$ cat config.mk
export PLATFORM = sky130hd
export DESIGN_NAME = song_rom_arbiter
export DESIGN_NICKNAME = d
export VERILOG_FILES = /design/src/rtl/song_rom_arbiter.sv
export SDC_FILE = /design/constraint.sdc
export NUM_CORES = 1
export LEC_CHECK = 0
export ABC_AREA = 1
export CAP_MARGIN = 20
export CORE_UTILIZATION = 42
export CTS_BUF_LIST = sky130_fd_sc_hd__clkbuf_2
export DETAILED_ROUTE_END_ITERATION = 10
export PLACE_DENSITY_LB_ADDON = 0.3
export SYNTH_ARGS = -nofsm -noshare
export SYNTH_HDL_FRONTEND = slang
export SYNTH_SLANG_ARGS = --single-unit
$ cat constraint.sdc
create_clock -name clk_in -period 1.4 [get_ports clk_in]
set_input_delay 0.28 -clock clk_in [delete_from_list [all_inputs] [get_ports clk_in]]
set_output_delay 0.28 -clock clk_in [all_outputs]
set_load 0.03 [all_outputs]
$ cat src/rtl/song_rom_arbiter.sv
// song_rom_arbiter: shares the single-port song ROM between the note
// shifter (requester 0) and the preview/tone player (requester 1).
// Ports:
//   clk_in, rst_in        clock, async active-high reset
//   reqN/addrN/lockN      read request, address, burst lock of requester N
//   gntN                  one-cycle grant pulse; rom_addr = addrN that cycle
//   rvalidN/rdataN        read return, ROM_LATENCY cycles after gntN
//   rom_addr/rom_data     ROM address (registered) and read data
//   deny_count            saturating count of denied request-cycles
module song_rom_arbiter #(
  parameter int ADDR_BITS   = 10,
  parameter int DATA_BITS   = 8,
  parameter int ROM_LATENCY = 2,
  parameter int MAX_LOCK    = 8
) (
  input  logic                 clk_in,
  input  logic                 rst_in,
  input  logic                 req0,
  input  logic [ADDR_BITS-1:0] addr0,
  input  logic                 lock0,
  output logic                 gnt0,
  output logic                 rvalid0,
  output logic [DATA_BITS-1:0] rdata0,
  input  logic                 req1,
  input  logic [ADDR_BITS-1:0] addr1,
  input  logic                 lock1,
  output logic                 gnt1,
  output logic                 rvalid1,
  output logic [DATA_BITS-1:0] rdata1,
  output logic [ADDR_BITS-1:0] rom_addr,
  input  logic [DATA_BITS-1:0] rom_data,
  output logic [7:0]           deny_count
);

  localparam int LCW =
    (MAX_LOCK > 1) ? $clog2(MAX_LOCK) : 1;
  localparam logic [LCW-1:0] LOCK_MAX =
    LCW'(MAX_LOCK - 1);

  logic                   last_grant;
  logic [LCW-1:0]         lock_count;
  logic [ROM_LATENCY-1:0] tag_v;
  logic [ROM_LATENCY-1:0] tag_id;
  logic [ROM_LATENCY-1:0] tag_v_nxt;
  logic [ROM_LATENCY-1:0] tag_id_nxt;

  logic both;
  logic holder_lock;
  logic extend;
  logic pick0;
  logic pick1;
  logic grant;
  logic denied;
  logic ret0;
  logic ret1;

  // Under contention the last winner keeps the port only while it
  // holds its lock and has not used up its burst allowance.
  always_comb begin
    both        = req0 & req1;
    holder_lock = last_grant ? lock1 : lock0;
    extend      = both & holder_lock &
                  (lock_count < LOCK_MAX);
    pick0       = req0;
    pick1       = req1;
    if (both) begin
      pick0 = extend ? ~last_grant : last_grant;
      pick1 = ~pick0;
    end
    grant  = pick0 | pick1;
    denied = (req0 & ~pick0) | (req1 & ~pick1);
  end

  // Tag pipeline: one {valid, id} stage per cycle of ROM latency.
  if (ROM_LATENCY > 1) begin : g_shift
    assign tag_v_nxt  = {tag_v[ROM_LATENCY-2:0], grant};
    assign tag_id_nxt = {tag_id[ROM_LATENCY-2:0], pick1};
  end else begin : g_single
    assign tag_v_nxt  = grant;
    assign tag_id_nxt = pick1;
  end

  assign ret0 = tag_v[ROM_LATENCY-1] &
                ~tag_id[ROM_LATENCY-1];
  assign ret1 = tag_v[ROM_LATENCY-1] &
                tag_id[ROM_LATENCY-1];

  always_ff @(posedge clk_in or posedge rst_in) begin
    if (rst_in) begin
      gnt0       <= 1'b0;
      gnt1       <= 1'b0;
      rvalid0    <= 1'b0;
      rvalid1    <= 1'b0;
      rdata0     <= '0;
      rdata1     <= '0;
      rom_addr   <= '0;
      deny_count <= '0;
      last_grant <= 1'b1;
      lock_count <= '0;
      tag_v      <= '0;
      tag_id     <= '0;
    end else begin
      gnt0 <= pick0;
      gnt1 <= pick1;
      if (grant) begin
        rom_addr   <= pick1 ? addr1 : addr0;
        last_grant <= pick1;
        lock_count <= extend ?
                      lock_count + 1'b1 : '0;
      end
      if (denied && deny_count != 8'hFF) begin
        deny_count <= deny_count + 8'd1;
      end
      tag_v   <= tag_v_nxt;
      tag_id  <= tag_id_nxt;
      rvalid0 <= ret0;
      rvalid1 <= ret1;
      if (ret0) begin
        rdata0 <= rom_data;
      end
      if (ret1) begin
        rdata1 <= rom_data;
      end
    end
  end

endmodule

==> metrics.txt, run 1 <==
Pins Over Slew Limit=0; Cell Int Power=approximately 2.4 mW; Min Clock Period, post-route=roughly 1500 ps; Max Root-Sink Buffers=2; Fmax=approximately 680 MHz; Setup-failing EPs final=20; most frequent cell after synthesis=nand2_1; HPWL Detailed=3.38 mm; Vias=a little under 2,000; NetSw=approximately 1.5 mW; DR iter-0 viols=139; Synth Net Count=270; Port Buffers=71; Cell Chain, Critical Path=buf_6 > ha_4 > inv_2 > nor2_2 > nand4_1 > nand2_4 > inv_4 > nand2_2 > nand2_1; Rows=24; Slowest-stage cell, CP=dfrtp_2; Design Area, Final=between 3000 and 4000 um2; pre-CTS setup slack=-306 ps; core area=~4500 um2; WP buf/inv=3; Sequential Power Share=about two fifths; violated checks=DRC, setup timing; clock skew=23.7 ps; die extent in x=71.0 um; cts hold-fix bufs=0; post-route ant nets=0; largest net degree at the start of global routing=24; Post-synth EDFFs=0; sequential area share after synthesis=56.3%; GR Layer Usage met2=between 30% and 40%; layout cells sized above 1=a little over a third; clock root buffer=clkbuf_2; All-Layer GR Usage=about a fifth; Final #Nets=379; Reg2Reg Setup Slack=-70 ps; CP top delay family=simple AND/OR/NAND/NOR gates; Initial Util=44.7%; GR Layer Usage met1=approximately 26%; Post-DP Area=between 2000 and 3000 um2; Worst Setup Slack, final=-74.8 ps; GR peak layer=met2; routability cong.=between 0.7 and 0.8; clk_lat worst skew=about 430 ps; clock-pin slew on the worst setup and hold paths=around 250 ps; synth top area cells=dfrtp_1 55%, nand2_1 13%, inv_1 6.2%, nand3_1 5.8%, o21ai_0 5.8%; H-Tree Depth=2; area of the die=about 5000 um2; drt pass-1 iters=7; Post-synth top cells=67 x nand2_1, 44 x dfrtp_1, 33 x inv_1, 23 x nand3_1, 23 x o21ai_0; Slew @ Worst Pin=458 ps; number of I/O pins=between 70 and 80; # Max-Cap Violations=0; Clk network pwr share=15.0%; Net Sw Frac=37.9%; Gate power share=43.0%; clock buffer count from CTS=5; power consumption=between 3 and 4 mW; Ant. Diodes=0; Synth cell types=22; Setup TNS=-805 ps; gr ovfl total=0; wire length per cell=roughly 13 um; Crit path largest cell delay=about 440 ps; maximum vdd drop=approximately 1200 uV; Worst Path Required=between 1500 and 2000 ps; Yosys warning count=0; first-pass GRT wire length=a little over 8 mm; Worst slew margin=69.4%; Routed WL=5.14 mm; Synth Flop Type=dfrtp_1; crit path launch type=register; Layout area overhead=54.7%; CTS tree=built; Hold Vio Cnt, Final=0; ys async rst share=100%; Period Utilization, post-route=105%; RSZ-0062 raised after global routing=yes; number of global-route vias before repair=between 1,500 and 2,000; CP Class=register to register; Yosys top cell area share=a little under three fifths; Post-Synthesis Cells=234; fin util=slightly below 70%; Post-Syn Area=2000 um2; Avg Vias per Cell=4.91; Leak=between 1.5 and 2 nW; GR Util met3=~5.6%; initial antenna violation count=0; clk sinks=45; WP data arrival=1820 ps; post-synthesis register bit count=45; synthesized area per cell=8.56 um2; area leader, netlist=dfrtp_1; PwrDens=between 1000 and 1500 nW/um2; CP Max Fanout=6; Min-Delay Path Class=input pin to asynchronous set/reset pin; status=finished, violations left; die height=between 70 and 80 um; number of remaining DRC errors=6; CP endpoint kind=register
==> tightest hold or removal path, delay by kind of cell <==
family                 cells  cell delay (ps)
buffers and inverters      3              750
==> sequential cells by signal (all words and copies together), names as in the netlist <==
signal,cells
tag_id,2
tag_v,2
rvalid0,1
lock_count,3
last_grant,1
rdata0,8
rom_addr,10
deny_count,8
rvalid1,1
gnt0,1
rdata1,8
==> power by group through the flow <==
stage	registers [mW]	logic (mW)	clock network [mW]
2_1_floorplan	2.03	0.346	0
3_3_place_gp	1.64	1.35	0
3_5_place_dp	1.64	1.37	0
4_1_cts	1.60	1.46	0.594
5_1_grt	1.64	1.77	0.651
6_report	1.62	1.66	0.579
==> layer usage <==
metal	up-vias	routed length, um
li1	950	-
met1	917	2100
met5	-	0
met4	0	99
met3	12	291
met2	66	2650
==> layout make-up <==
type	count	area, um2
fill	366	1380
sequential	45	1130
timing repair buffer	107	892
multi-input combinational	149	816
inverter	35	141
tap	52	65.1
clock buffer	5	25.0
clock inverter	3	25.0
==> per-stage QoR <==
stage          hold WS, ps  instances
2_1_floorplan          290        234
3_3_place_gp           335        365
3_5_place_dp           342        365
4_1_cts                201        384
5_1_grt                176        396
6_report               209        396
==> cells by family after synthesis <==
kind of cell / synth area share, %
AO/OA/AOI/OAI: 6.00
XOR/XNOR: 2.62
adder cells (fa/ha/maj): 1.25
buffers and inverters: 8.81
flip-flops: 56.3
AND/OR/NAND/NOR: 25.0
==> what timing repair did <==
action | in CTS | in global routing
buffers inserted | 10 | 11
endpoints found under the setup margin | 50 | 31
resized for setup | 180 | 39
cloned | 1 | 1
pin swaps | 5 | 11
==> worst paths after layout <==
kind	from	to	cells past startpoint
hold reg to reg	tag_v[0]	tag_v[1]	0
setup reg to reg	deny_count[0]	deny_count[3]	9
hold / removal	rst_in	rdata0[4]	3
min in group clk_in	tag_v[0]	tag_v[1]	0
setup / recovery	deny_count[0]	deny_count[3]	9
max in group asynchronous	rst_in	last_grant	3
==> placed cells by master (no fill, tap or decap), types with 2 or more instances in the layout <==
| cell | instances |
|---|---|
| buf_12 | 3 |
| inv_1 | 29 |
| nand2_4 | 4 |
| buf_2 | 29 |
| clkinvlp_4 | 2 |
| inv_2 | 2 |
| nand2_1 | 55 |
| nor2_2 | 2 |
| o21ai_1 | 4 |
| buf_6 | 11 |
| nor3_1 | 2 |
| clkdlybuf4s50_1 | 33 |
| buf_4 | 31 |
| nand4_1 | 4 |
| o21ai_0 | 19 |
| xnor2_1 | 4 |
| nand3_4 | 2 |
| nand3_1 | 18 |
| nand3_2 | 6 |
| dfrtp_2 | 4 |
| xor2_1 | 2 |
| clkbuf_2 | 5 |
| dfrtp_1 | 40 |
| nand2_2 | 11 |
| nor2_1 | 13 |
| inv_4 | 2 |
(Power assumes the default switching activity.)
==> run 2: changes to the inputs <==
--- a/config.mk
+++ b/config.mk
@@ -7,6 +7,7 @@
 export LEC_CHECK = 0
 export ABC_AREA = 1
 export CAP_MARGIN = 20
+export CORE_ASPECT_RATIO = 2
 export CORE_UTILIZATION = 42
 export CTS_BUF_LIST = sky130_fd_sc_hd__clkbuf_2
 export DETAILED_ROUTE_END_ITERATION = 10
==> metrics.txt, run 2 (synthesized netlist as in run 1, its figures left out) <==
CP Max Fanout=6 (unchanged); area of the die=5060 um2 (was 5050 um2); CP Class=register to register (unchanged); DR iter-0 viols=17 (was 139); clk sinks=45 (unchanged); clk_lat worst skew=420 ps (was 430 ps); H-Tree Depth=2 (unchanged); drt pass-1 iters=4 (was 7); violated checks=setup timing (was DRC, setup timing); clock root buffer=clkbuf_2 (unchanged); Setup-failing EPs final=17 (was 20); Final #Nets=373 (was 379); Setup TNS=-710 ps (was -805 ps); gr ovfl total=0 (unchanged); Leak=1.59 nW (was 1.61 nW); post-route ant nets=0 (unchanged); All-Layer GR Usage=20.7% (was 20.5%); Slew @ Worst Pin=468 ps (was 458 ps); HPWL Detailed=3.34 mm (was 3.38 mm); status=finished, violations left (unchanged); RSZ-0062 raised after global routing=yes (unchanged); Min-Delay Path Class=input pin to asynchronous set/reset pin (unchanged); Worst slew margin=68.7% (was 69.4%); power consumption=3.92 mW (was 3.85 mW); Max Root-Sink Buffers=2 (unchanged); initial antenna violation count=0 (unchanged); clock-pin slew on the worst setup and hold paths=250 ps (about the same); Avg Vias per Cell=4.69 (was 4.91); clock skew=30.6 ps (was 23.7 ps); Ant. Diodes=0 (unchanged); Worst Setup Slack, final=-95.7 ps (was -74.8 ps); maximum vdd drop=1080 uV (was 1150 uV); largest net degree at the start of global routing=46 (was 24); Period Utilization, post-route=107% (was 105%); first-pass GRT wire length=7.76 mm (was 8.05 mm); Rows=35 (was 24); core area=4600 um2 (was 4470 um2); Reg2Reg Setup Slack=-100 ps (was -70 ps); number of global-route vias before repair=1,721 (was 1,811); largest register by flop count=rom_addr (unchanged); Min Clock Period, post-route=1500 ps (was 1470 ps); Routed WL=4.91 mm (was 5.14 mm); clock buffer count from CTS=5 (unchanged); Port Buffers=71 (unchanged); Fmax=669 MHz (was 678 MHz); WP data arrival=1820 ps (about the same); CP endpoint kind=register (unchanged); Hold Vio Cnt, Final=0 (unchanged); most common cell after layout, fill and taps aside=nand2_1 (unchanged); wire length per cell=12.5 um (was 13.0 um); Initial Util=43.5% (was 44.7%); die height=99.6 um (was 71.0 um); number of I/O pins=72 (unchanged); Final Non-Filler Cells=393 (was 396); number of remaining DRC errors=0 (was 6); die extent in x=50.8 um (was 71.0 um); commonest cells after routing, fill and taps aside=55 x nand2_1, 42 x dfrtp_1, 33 x clkdlybuf4s50_1 (was 55 x nand2_1, 40 x dfrtp_1, 33 x clkdlybuf4s50_1); routability cong.=0.774 (was 0.797); layout cells sized above 1=33.1% (was 34.9%); # Max-Cap Violations=0 (unchanged); max FFs per register=10 (unchanged); fin util=66.5% (was 69.2%); Vias=1,844 (was 1,945); Layout area overhead=52.7% (was 54.7%); crit path launch type=register (unchanged); # placed instances=372 (was 365); CTS tree=built (unchanged); Pins Over Slew Limit=0 (unchanged); Worst Path Required=1730 ps (was 1750 ps); PwrDens=1280 nW/um2 (was 1240 nW/um2)
==> run 2: cell count changes in the layout (fill, tap and decap cells not counted), sizes merged <==
cell      change
nand2         -1
bufinv        +1
clkinvlp      -1
buf           -5
==> run 2: per-stage QoR <==
stage	cell area (um2)	setup WS (ps)	hold slack (ps)
4_1_cts	2910	-48.4	184
6_report	3060	-95.7	208
2_1_floorplan	2020	-3.09	290
5_1_grt	3060	-124	172
3_3_place_gp	2900	-255	335
3_5_place_dp	2900	-311	336
==> run 2: per-layer routing <==
layer / up-vias / part of all wire [%] / global-route usage (%)
li1: 940 / - / -
met1: 845 / 37 / 22.3
met2: 52 / 58 / 38.7
met3: 7 / 3.2 / 3.67
met4: 0 / 2.1 / 7.69
met5: - / 0 / 0
==> run 2: where the power goes <==
part | internal (mW) | switching [mW]
Clock | 0.306 | 0.437
Sequential | 1.49 | 0.116
Combinational | 0.701 | 0.868
==> run 2: area by class of cell <==
type | count | area (um2)
Clock buffer | 5 | 25.0
Clock inverter | 3 | 43.8
Fill cell | 399 | 1540
Inverter | 35 | 139
Multi-Input combinational cell | 148 | 821
Sequential cell | 45 | 1130
Tap cell | 55 | 68.8
Timing Repair Buffer | 102 | 831
==> run 2: what timing repair did <==
item,4_1_cts,5_1_grt
gates resized for setup,178,47
gates cloned,0,1
hold buffers,0,0
pin swaps,1,6
endpoints found under the setup margin,49,33
setup buffers,8,4
endpoints found under the hold margin,0,0
==> run 2: final timing paths <==
| path | startpoint | end | cells past startpoint |
|---|---|---|---|
| worst max-delay path | last_grant | rom_addr[6] | 7 |
| worst min-delay path | rst_in | rom_addr[0] | 3 |
| worst max register to register | last_grant | rom_addr[6] | 7 |
| worst min register to register | tag_v[0] | tag_v[1] | 0 |
| max in group asynchronous | rst_in | last_grant | 3 |
| min in group clk_in | tag_v[0] | tag_v[1] | 0 |
==> run 2: critical path, stage by stage, from the launching register on <==
cell and delay [ps]:
dfstp_2 620, inv_2 50, nand2_2 70, nand2_4 60, nand4_1 240, nand3_4 210
nand2_2 120, nand3_2 50
